## config.mk

```make
export PLATFORM = sky130hd
export DESIGN_NAME = ama_riscv_alu_arb
export DESIGN_NICKNAME = d
export VERILOG_FILES = /design/src/rtl/ama_riscv_alu_arb.sv
export SDC_FILE = /design/constraint.sdc
export NUM_CORES = 1
export LEC_CHECK = 0
export ABC_AREA = 1
export CAP_MARGIN = 0
export CORE_MARGIN = 10
export CORE_UTILIZATION = 29
export CTS_CLUSTER_DIAMETER = 120
export DETAILED_ROUTE_END_ITERATION = 6
export GPL_ROUTABILITY_DRIVEN = 0
export PLACE_DENSITY = 0.45
export SLEW_MARGIN = 20
export SYNTH_ARGS = -nofsm -noshare
export SYNTH_HDL_FRONTEND = slang
export SYNTH_SLANG_ARGS = --single-unit
export TNS_END_PERCENT = 1
```

## constraint.sdc

```tcl
create_clock -name clk -period 4.94 [get_ports clk]
set_clock_uncertainty 0.1 [all_clocks]
set_input_delay 0.741 -clock clk [delete_from_list [all_inputs] [get_ports clk]]
set_output_delay 0.741 -clock clk [all_outputs]
set_load 0.02 [all_outputs]
```

## src/rtl/ama_riscv_alu_arb.sv

```systemverilog
// Two requesters share one combinational ALU through a round-robin arbiter and a
// single registered response slot. Define ALU_ARB_PERF_EN to add grant/stall counters.
package ama_riscv_pkg;
  localparam int ARCH_WIDTH = 32;

  typedef logic [3:0] alu_op_t;

  localparam alu_op_t ALU_OP_ADD    = 4'd0;
  localparam alu_op_t ALU_OP_SUB    = 4'd1;
  localparam alu_op_t ALU_OP_SLL    = 4'd2;
  localparam alu_op_t ALU_OP_SLT    = 4'd3;
  localparam alu_op_t ALU_OP_SLTU   = 4'd4;
  localparam alu_op_t ALU_OP_XOR    = 4'd5;
  localparam alu_op_t ALU_OP_SRL    = 4'd6;
  localparam alu_op_t ALU_OP_SRA    = 4'd7;
  localparam alu_op_t ALU_OP_OR     = 4'd8;
  localparam alu_op_t ALU_OP_AND    = 4'd9;
  localparam alu_op_t ALU_OP_PASS_B = 4'd10;
endpackage

module ama_riscv_alu
  import ama_riscv_pkg::*;
(
  input  alu_op_t                 op_i,
  input  logic [ARCH_WIDTH-1:0]   a_i,
  input  logic [ARCH_WIDTH-1:0]   b_i,
  output logic [ARCH_WIDTH-1:0]   res_o
);
  logic signed [ARCH_WIDTH-1:0] a_s;
  logic signed [ARCH_WIDTH-1:0] b_s;
  logic [4:0]                   shamt;

  assign a_s   = a_i;
  assign b_s   = b_i;
  assign shamt = b_i[4:0];

  always_comb begin
    res_o = '0;
    case (op_i)
      ALU_OP_ADD:    res_o = a_i + b_i;
      ALU_OP_SUB:    res_o = a_i - b_i;
      ALU_OP_SLL:    res_o = a_i << shamt;
      ALU_OP_SLT:    res_o = {{(ARCH_WIDTH-1){1'b0}}, (a_s < b_s)};
      ALU_OP_SLTU:   res_o = {{(ARCH_WIDTH-1){1'b0}}, (a_i < b_i)};
      ALU_OP_XOR:    res_o = a_i ^ b_i;
      ALU_OP_SRL:    res_o = a_i >> shamt;
      ALU_OP_SRA:    res_o = a_s >>> shamt;
      ALU_OP_OR:     res_o = a_i | b_i;
      ALU_OP_AND:    res_o = a_i & b_i;
      ALU_OP_PASS_B: res_o = b_i;
      default:       res_o = '0;
    endcase
  end
endmodule

module ama_riscv_alu_arb
  import ama_riscv_pkg::*;
#(
  parameter int TAG_W = 4
) (
  input  logic                  clk,
  input  logic                  rst_n,
  input  logic                  req0_valid,
  output logic                  req0_ready,
  input  alu_op_t               req0_op,
  input  logic [ARCH_WIDTH-1:0] req0_a,
  input  logic [ARCH_WIDTH-1:0] req0_b,
  input  logic [TAG_W-1:0]      req0_tag,
  input  logic                  req1_valid,
  output logic                  req1_ready,
  input  alu_op_t               req1_op,
  input  logic [ARCH_WIDTH-1:0] req1_a,
  input  logic [ARCH_WIDTH-1:0] req1_b,
  input  logic [TAG_W-1:0]      req1_tag,
  output logic                  rsp_valid,
  input  logic                  rsp_ready,
  output logic                  rsp_id,
  output logic [TAG_W-1:0]      rsp_tag,
  output logic [ARCH_WIDTH-1:0] rsp_data
`ifdef ALU_ARB_PERF_EN
  ,
  output logic [31:0]           perf_grant0,
  output logic [31:0]           perf_grant1,
  output logic [31:0]           perf_stall
`endif
);
  logic                  rsp_valid_q;
  logic                  rsp_id_q;
  logic [TAG_W-1:0]      rsp_tag_q;
  logic [ARCH_WIDTH-1:0] rsp_data_q;
  logic                  last_grant_q;

  logic                  slot_free;
  logic                  gnt0;
  logic                  gnt1;
  logic                  any_gnt;
  alu_op_t               alu_op;
  logic [ARCH_WIDTH-1:0] alu_a;
  logic [ARCH_WIDTH-1:0] alu_b;
  logic [ARCH_WIDTH-1:0] alu_res;
  logic [TAG_W-1:0]      rsp_tag_d;

  // The slot can take a new result in the same cycle its current one drains.
  assign slot_free = !rsp_valid_q || rsp_ready;
  assign gnt0      = slot_free && req0_valid && (!req1_valid || last_grant_q);
  assign gnt1      = slot_free && req1_valid && (!req0_valid || !last_grant_q);
  assign any_gnt   = gnt0 || gnt1;

  assign req0_ready = gnt0;
  assign req1_ready = gnt1;

  // AND-OR mux on one-hot grants: with no grant the ALU sees ADD 0,0 and stays quiet.
  assign alu_op    = ({4{gnt0}} & req0_op) | ({4{gnt1}} & req1_op);
  assign alu_a     = ({ARCH_WIDTH{gnt0}} & req0_a) | ({ARCH_WIDTH{gnt1}} & req1_a);
  assign alu_b     = ({ARCH_WIDTH{gnt0}} & req0_b) | ({ARCH_WIDTH{gnt1}} & req1_b);
  assign rsp_tag_d = ({TAG_W{gnt0}} & req0_tag) | ({TAG_W{gnt1}} & req1_tag);

  ama_riscv_alu u_alu (
    .op_i  (alu_op),
    .a_i   (alu_a),
    .b_i   (alu_b),
    .res_o (alu_res)
  );

  // Response slot: grant cycle N -> visible in cycle N+1.
  always_ff @(posedge clk or negedge rst_n) begin
    if (!rst_n) begin
      rsp_valid_q  <= 1'b0;
      rsp_id_q     <= 1'b0;
      rsp_tag_q    <= '0;
      rsp_data_q   <= '0;
      last_grant_q <= 1'b1;
    end else if (any_gnt) begin
      rsp_valid_q  <= 1'b1;
      rsp_id_q     <= gnt1;
      rsp_tag_q    <= rsp_tag_d;
      rsp_data_q   <= alu_res;
      last_grant_q <= gnt1;
    end else if (rsp_ready) begin
      rsp_valid_q  <= 1'b0;
    end
  end

  assign rsp_valid = rsp_valid_q;
  assign rsp_id    = rsp_id_q;
  assign rsp_tag   = rsp_tag_q;
  assign rsp_data  = rsp_data_q;

`ifdef ALU_ARB_PERF_EN
  logic [31:0] perf_grant0_q;
  logic [31:0] perf_grant1_q;
  logic [31:0] perf_stall_q;
  logic [1:0]  stall_inc;

  // Each waiting requester counts separately, so a fully blocked cycle adds two.
  assign stall_inc = {1'b0, (req0_valid && !gnt0)} + {1'b0, (req1_valid && !gnt1)};

  always_ff @(posedge clk or negedge rst_n) begin
    if (!rst_n) begin
      perf_grant0_q <= '0;
      perf_grant1_q <= '0;
      perf_stall_q  <= '0;
    end else begin
      if (gnt0) perf_grant0_q <= perf_grant0_q + 32'd1;
      if (gnt1) perf_grant1_q <= perf_grant1_q + 32'd1;
      perf_stall_q <= perf_stall_q + {30'd0, stall_inc};
    end
  end

  assign perf_grant0 = perf_grant0_q;
  assign perf_grant1 = perf_grant1_q;
  assign perf_stall  = perf_stall_q;
`endif
endmodule
```

==> results.yml <==
cells_and_area:
  layout.nets: 2979
  fin_cells: 3315
  fillers: 4882
  areaGrowthSynthToFinish_pct: 30.3
  drive_gt1_frac: 0.102
route:
  drtIter0Drc: 2419
  routed_via_density: 5.44
  dr.pass1.iters: 6
  wirelength_um: 75700
  drc: 0
  drtAntennaViolNets: 0
  vias: 18000
  wire_per_inst_um: 22.8
logic_synthesis:
  synth_compound_area_frac: 0.161
  ys_seq_area_frac: 0.0781
  synthMuxAreaShare: 0
  synth_edf_count: 0
  yosys.area_share.adder: 0.103
  yosysTopAreaCellShare: 0.248
  post-synth-top-area-cell: "nand2_1"
  synth_seq_cells: 39
  synth.distinct_cells: 50
  syn-instance-count: 2441
  synth_top_family_by_area: "simple AND/OR/NAND/NOR gates"
  netlist_top_cells_count: "nand2_1, nand3_1, nor2_1"
  synth-warning-count: 0
  synthArstFlopShare: 1.00
  syn_nets: 2692
  synth_xor_xnor_area_share: 0.00210
  post-synth-top-count-cell: "nand2_1"
  synth_area_leaders: "nand2_1, nand3_1, ha_1, nor2_1, inv_1"
  yosys.area_share.simple: 0.523
  synth_flop_cell: "dfrtp_1"
  syn_area_um2: 12500
  syn_area_per_cell_um2: 5.13
sta:
  fmax_mhz: 211
  rsz0062_at_grt: "false"
  maxSlewViolCount: 0
  tns_ns: 0
  hold_viol_final: 0
  period_share: 0.958
  maxSlewHeadroom: 0.321
  period_needed_ns: 4.73
  tightest_slew_ns: 1.01
  setup_violations: 0
min_path:
  hold_class: "in2async"
floorplan:
  dieArea_um2: 51900
  io_pins: 189
  rows: 76
  initial_core_util: 0.292
  core-area_um2: 42900
  die_h_um: 228
  die_x_um: 228
critical_path:
  cp_cell_sequence: "clkdlybuf4s50_1 > buf_4 > nand3_4 > buf_12 > nor2_1 > nor2_2 > inv_1 > ha_1 > buf_4 > a21oi_1 > o21ai_0 > a21oi_1 > nand4_1 > nand3_1 > nand3_1 > nor2_2 > nand4_1 > nand2_1 > nand2_1"
  worst_setup_path_end_kind: "flip-flop"
  crit_arrival_ns: 4.83
  cp_slowest_stage_delay_ns: 0.51
  slowest_stage: "clkdlybuf4s50_1"
  required_ns: 5.04
  worstPathMaxFanout: 27
  cp-start-kind: "input port"
  worstSetupPathType: "in2reg"
placed_design:
  portBuffers: 188
  place_inst: 3306
  dp.final_hpwl_um: 63300
clocking:
  htreeDepth: 2
  cts_sinks: 39
  cts_tree: "yes"
  cts_hold_buf: 0
  clock_latency_ns: 0.32
  cts.path.max_buffers: 2
  root_buffer: "clkbuf_16"
  cts_setup_buffers: 0
  path_clk_slew_ns: 0.09
  cts_buffers: 5
power:
  power_density_nw_per_um2: 357
  irDropWorstVdd_v: 0.000136
  leakage_nw: 8.57
  finalPower_mw: 5.83
global_route:
  grt_pass1_vias: 17100
  grt-ovfl-total: 0
  antenna_found_initial: 0
  grt_usage: 0.279
  grt_pass1_wl_um: 112000
  grt_max_degree: 81
flow_run:
  maxCapViolCount: 0
status:
  outcome: "complete, no violations"
report_power, final:
group	total [mW]	internal, mW	switching [mW]
clock	0.377	0.191	0.186
sequential	0.534	0.448	0.0851
combinational	4.92	1.66	3.25
state kept, by name, summed over array words and instances (netlist names):
name,count
rsp_data,32
rsp_id,1
rsp_valid,1
rsp_tag,4
last_grant_q,1
stage by stage:
stage | util | area (µm²) | hold slack (ns) | setup slack (ns)
after global routing | 0.380 | 16300 | 0.366 | 0.0269
final | 0.380 | 16300 | 0.327 | 0.210
after detailed placement | 0.376 | 16100 | 0.369 | -0.0976
after floorplan | - | 12500 | 0.345 | 0.971
after global placement | 0.376 | 16100 | 0.364 | -0.0636
after CTS | 0.380 | 16300 | 0.388 | 0.200
critical path: cells and delay by family:
kind            cells  cell delay, ns
simple gates       10            1.59
compound gates      3            0.91
buf+inv             5            1.19
fa+ha+maj           1            0.38
final timing paths:
check                                         startpoint                       end  slack [ns]  depth (start not counted)
worst max register to register  last_grant_q$_DFFE_PN1P_  rsp_data[20]$_DFFE_PN0P_        0.70                         18
worst min-delay path                               rst_n   rsp_data[3]$_DFFE_PN0P_        0.33                          1
max in group asynchronous                          rst_n    rsp_tag[2]$_DFFE_PN0P_        3.96                          1
worst max-delay path                          req0_valid  rsp_data[20]$_DFFE_PN0P_        0.21                         19
worst min register to register  rsp_data[12]$_DFFE_PN0P_  rsp_data[12]$_DFFE_PN0P_        0.38                          2
min in group clk                rsp_data[12]$_DFFE_PN0P_  rsp_data[12]$_DFFE_PN0P_        0.38                          2
routing by layer:
layer / GRT usage / share of wire / vias to the layer above
li1: - / - / 8466
met1: 0.373 / 0.43 / 8389
met2: 0.417 / 0.41 / 1037
met3: 0.0649 / 0.11 / 136
met4: 0.122 / 0.050 / 0
met5: 0 / 0 / -
cells by family (layout without fill, tap and decap cells):
kind of cell	after synthesis	in the layout
buffers and inverters	392	680
other	0	1
adder cells (fa/ha/maj)	102	102
AO/OA/AOI/OAI	347	347
AND/OR/NAND/NOR	1558	1558
XOR/XNOR	3	3
flip-flops	39	39
layout by cell type (no fill, tap or decap), types with 19 or more instances in the layout:
cell type        Yosys  layout
o21ai_0            120     119
dfrtp_1             38      38
o22ai_1             24      24
o211ai_1            19      19
ha_1               100     100
nand3_1            337     337
buf_4               19     202
nor2_1             291     289
nand4_1             40      40
a21oi_1            111     111
clkdlybuf4s50_1      0     187
nor2_2              24      24
nand2_1            828     828
inv_1              267     266
final cells by class:
| cell class | instances | area (µm²) | area share |
|---|---|---|---|
| Clock inverter | 3 | 23.8 | 0.00146 |
| Sequential cell | 39 | 977 | 0.0599 |
| Antenna cell | 1 | 2.50 | 0.000153 |
| Multi-Input combinational cell | 2010 | 9920 | 0.608 |
| Tap cell | 585 | 732 | 0.0449 |
| Clock buffer | 5 | 125 | 0.00767 |
| Timing Repair Buffer | 394 | 3490 | 0.214 |
| Inverter | 278 | 1040 | 0.0640 |
timing repair:
item                                    4_1_cts  5_1_grt
resized for setup                             0        4
endpoints found under the setup margin        0        2
hold endpoints to repair                      0        0
Note: power is estimated with default switching activity, not from simulation.
==> RTL edit (same flow settings) <==
Change the package constant `ARCH_WIDTH` from 32 to 16.
--- a/src/rtl/ama_riscv_alu_arb.sv
+++ b/src/rtl/ama_riscv_alu_arb.sv
@@ -1,7 +1,7 @@
 // Two requesters share one combinational ALU through a round-robin arbiter and a
 // single registered response slot. Define ALU_ARB_PERF_EN to add grant/stall counters.
 package ama_riscv_pkg;
-  localparam int ARCH_WIDTH = 32;
+  localparam int ARCH_WIDTH = 16;
 
   typedef logic [3:0] alu_op_t;
 
Interface: changed (5 resized); port bits go from 189 to 109. No check against the original RTL was run, so the function may have changed too.
==> RTL edit against the unedited design <==
- die area shrank 49%
- power is 58% lower
- routed wire length down 60%
- design area fell by 54%
- sequential cell count down 16
- critical endpoint is now rsp_data[6]$_DFFE_PN0P_
- register-to-register slack improved by 100 ps
- synthesized area shrank 53%
- highest routed layer unchanged
- maximum frequency rose by 1.7%
- non-clock buffer count shrank 257
- first-iteration DRC count down 70%
- setup slack better by 79 ps
- sequential share of layout area increased by 1.8 points
==> RTL edit: results (changes against the unedited design) <==
worst reg-to-reg path cell count=20 (+2); metal2 WL=13170 µm (-58%); worst setup margin=288.4 ps (+78.60 ps); Synth top area share=23.12% (-1.7 points); top cells by count, synth=365 x nand2_1, 152 x nand3_1, 111 x nor2_1, 106 x inv_1, 56 x o21ai_0; met3 usage=5.030% (-1.5 points); layout cell share with drive strength beyond 1=6.578% (-3.6 points); GRT Total Usage=22.46% (-5.4 points); drt pass-1 iters=5 (-1); # diodes=0 (-1); M2 GR Usage=35.39% (-6.3 points); sw frac=58.34% (-2.1 points); Distinct cells, synth=43 (-14%); initial DRC count=729 (-70%); max reg flops=16 (-50%); Warnings, synthesis=0 (unchanged); Final Routed Wirelength=30380 µm (-60%); H-tree depth=1 (-1); drt wl/cell=20.65 µm (-9.6%); dpl cells=1467 (-56%); number of global-route vias before repair=7534 (-56%); detailed placer's ending HPWL=25660 µm (-59%); Syn Nets=1245 (-54%); Met1 Wirelength=13550 µm (-58%); Max IR drop VDD=0.1427 mV (+4.8%); uppermost layer routed=met4; Num CTS Buffers=3 (-2); Area contributors post-synth=nand2_1 23%, nand3_1 13%, ha_1 11%; latest clock arrival within the worst-skew pair=280 ps (-40 ps); Worst Hold Class=flip-flop to flip-flop; Clock Path Buffers=2 (unchanged); Worst Max-Slew Pin Slew=738.5 ps (-276.3 ps); synthesized area per cell=5.353 µm² (+4.4%); wire length on met3=2576 µm (-68%); worst-path maximum fanout=26 (-3.7%); outcome=completed; CP arrival=4710 ps (-120 ps); Clock Pin Slew Worst Setup and Hold Paths=70 ps (-20 ps); Fillers=2389 (-51%); capture point of the worst path=rsp_data[6]$_DFFE_PN0P_; via/cell ratio=5.207 (-4.2%); Crit. Startpoint=rsp_ready; r2r setup slk=800 ps (+100 ps); largest net degree at the start of global routing=39 (-52%); post-place setup slack=-100.7 ps (-3.091 ps); Leakage=0.003741 µW (-56%); met1 Use GR=29.77% (-7.5 points); global-route wire length before repair=46370 µm (-58%); Post-Place Cell Area=0.007335 mm² (-55%); Clk power=196 µW (-48%); Seq group=311 µW (-42%); nets@finish=1340 (-55%); Seq/Total Area, Yosys=9.734% (+1.9 points)
==> RTL edit: final cells by class <==
type	count	area share, %
Clock buffer	3	1.011
Timing Repair Buffer	137	17.66
Multi-Input combinational cell	919	62.94
Clock inverter	1	0.06741
Inverter	118	5.999
Sequential cell	23	7.769
Tap cell	270	4.550
==> RTL edit: stage by stage <==
stage / util (%) / total power (µW) / setup TNS (ps)
2_1_floorplan: - / 1499 / 0
3_3_place_gp: 36.36 / 2266 / -105.7
3_5_place_dp: 36.36 / 2242 / -100.7
4_1_cts: 36.76 / 2449 / 0
5_1_grt: 36.81 / 2677 / 0
6_report: 36.81 / 2463 / 0
==> RTL edit: how the worst min path moves through the flow <==
stage	to	slack, ps	cells after the start
after global routing	rsp_data[4]$_DFFE_PN0P_	400	2
after CTS	rsp_tag[1]$_DFFE_PN0P_	380	2
after floorplan	rsp_data[0]$_DFFE_PN0P_	350	0
after global placement	rsp_data[2]$_DFFE_PN0P_	360	2
final	rsp_data[9]$_DFFE_PN0P_	380	2
after detailed placement	rsp_data[3]$_DFFE_PN0P_	370	2
==> RTL edit: critical path, stage by stage <==
cell and delay (ps):
clkdlybuf4s50_1 450, inv_1 40, nand2_2 50, buf_4 270, nand3_2 240, inv_4 190
nand2_1 90, nand2_1 150, ha_2 280, inv_1 70, fa_1 460, o31ai_2 370
nand2_1 140, nand2_1 150, nand2_1 70, nand2_1 60, nor2_1 40, nor2_1 210
nand3b_1 170, nor2_1 200, nand3_1 120, nand2_1 80, nand2_1 60
==> RTL edit: cell families after synthesis <==
family          synth area share (%)
simple gates                   51.65
buf+inv                        11.66
compound gates                 14.93
fa+ha+maj                      11.44
flops                          9.734
xor+xnor                      0.5912
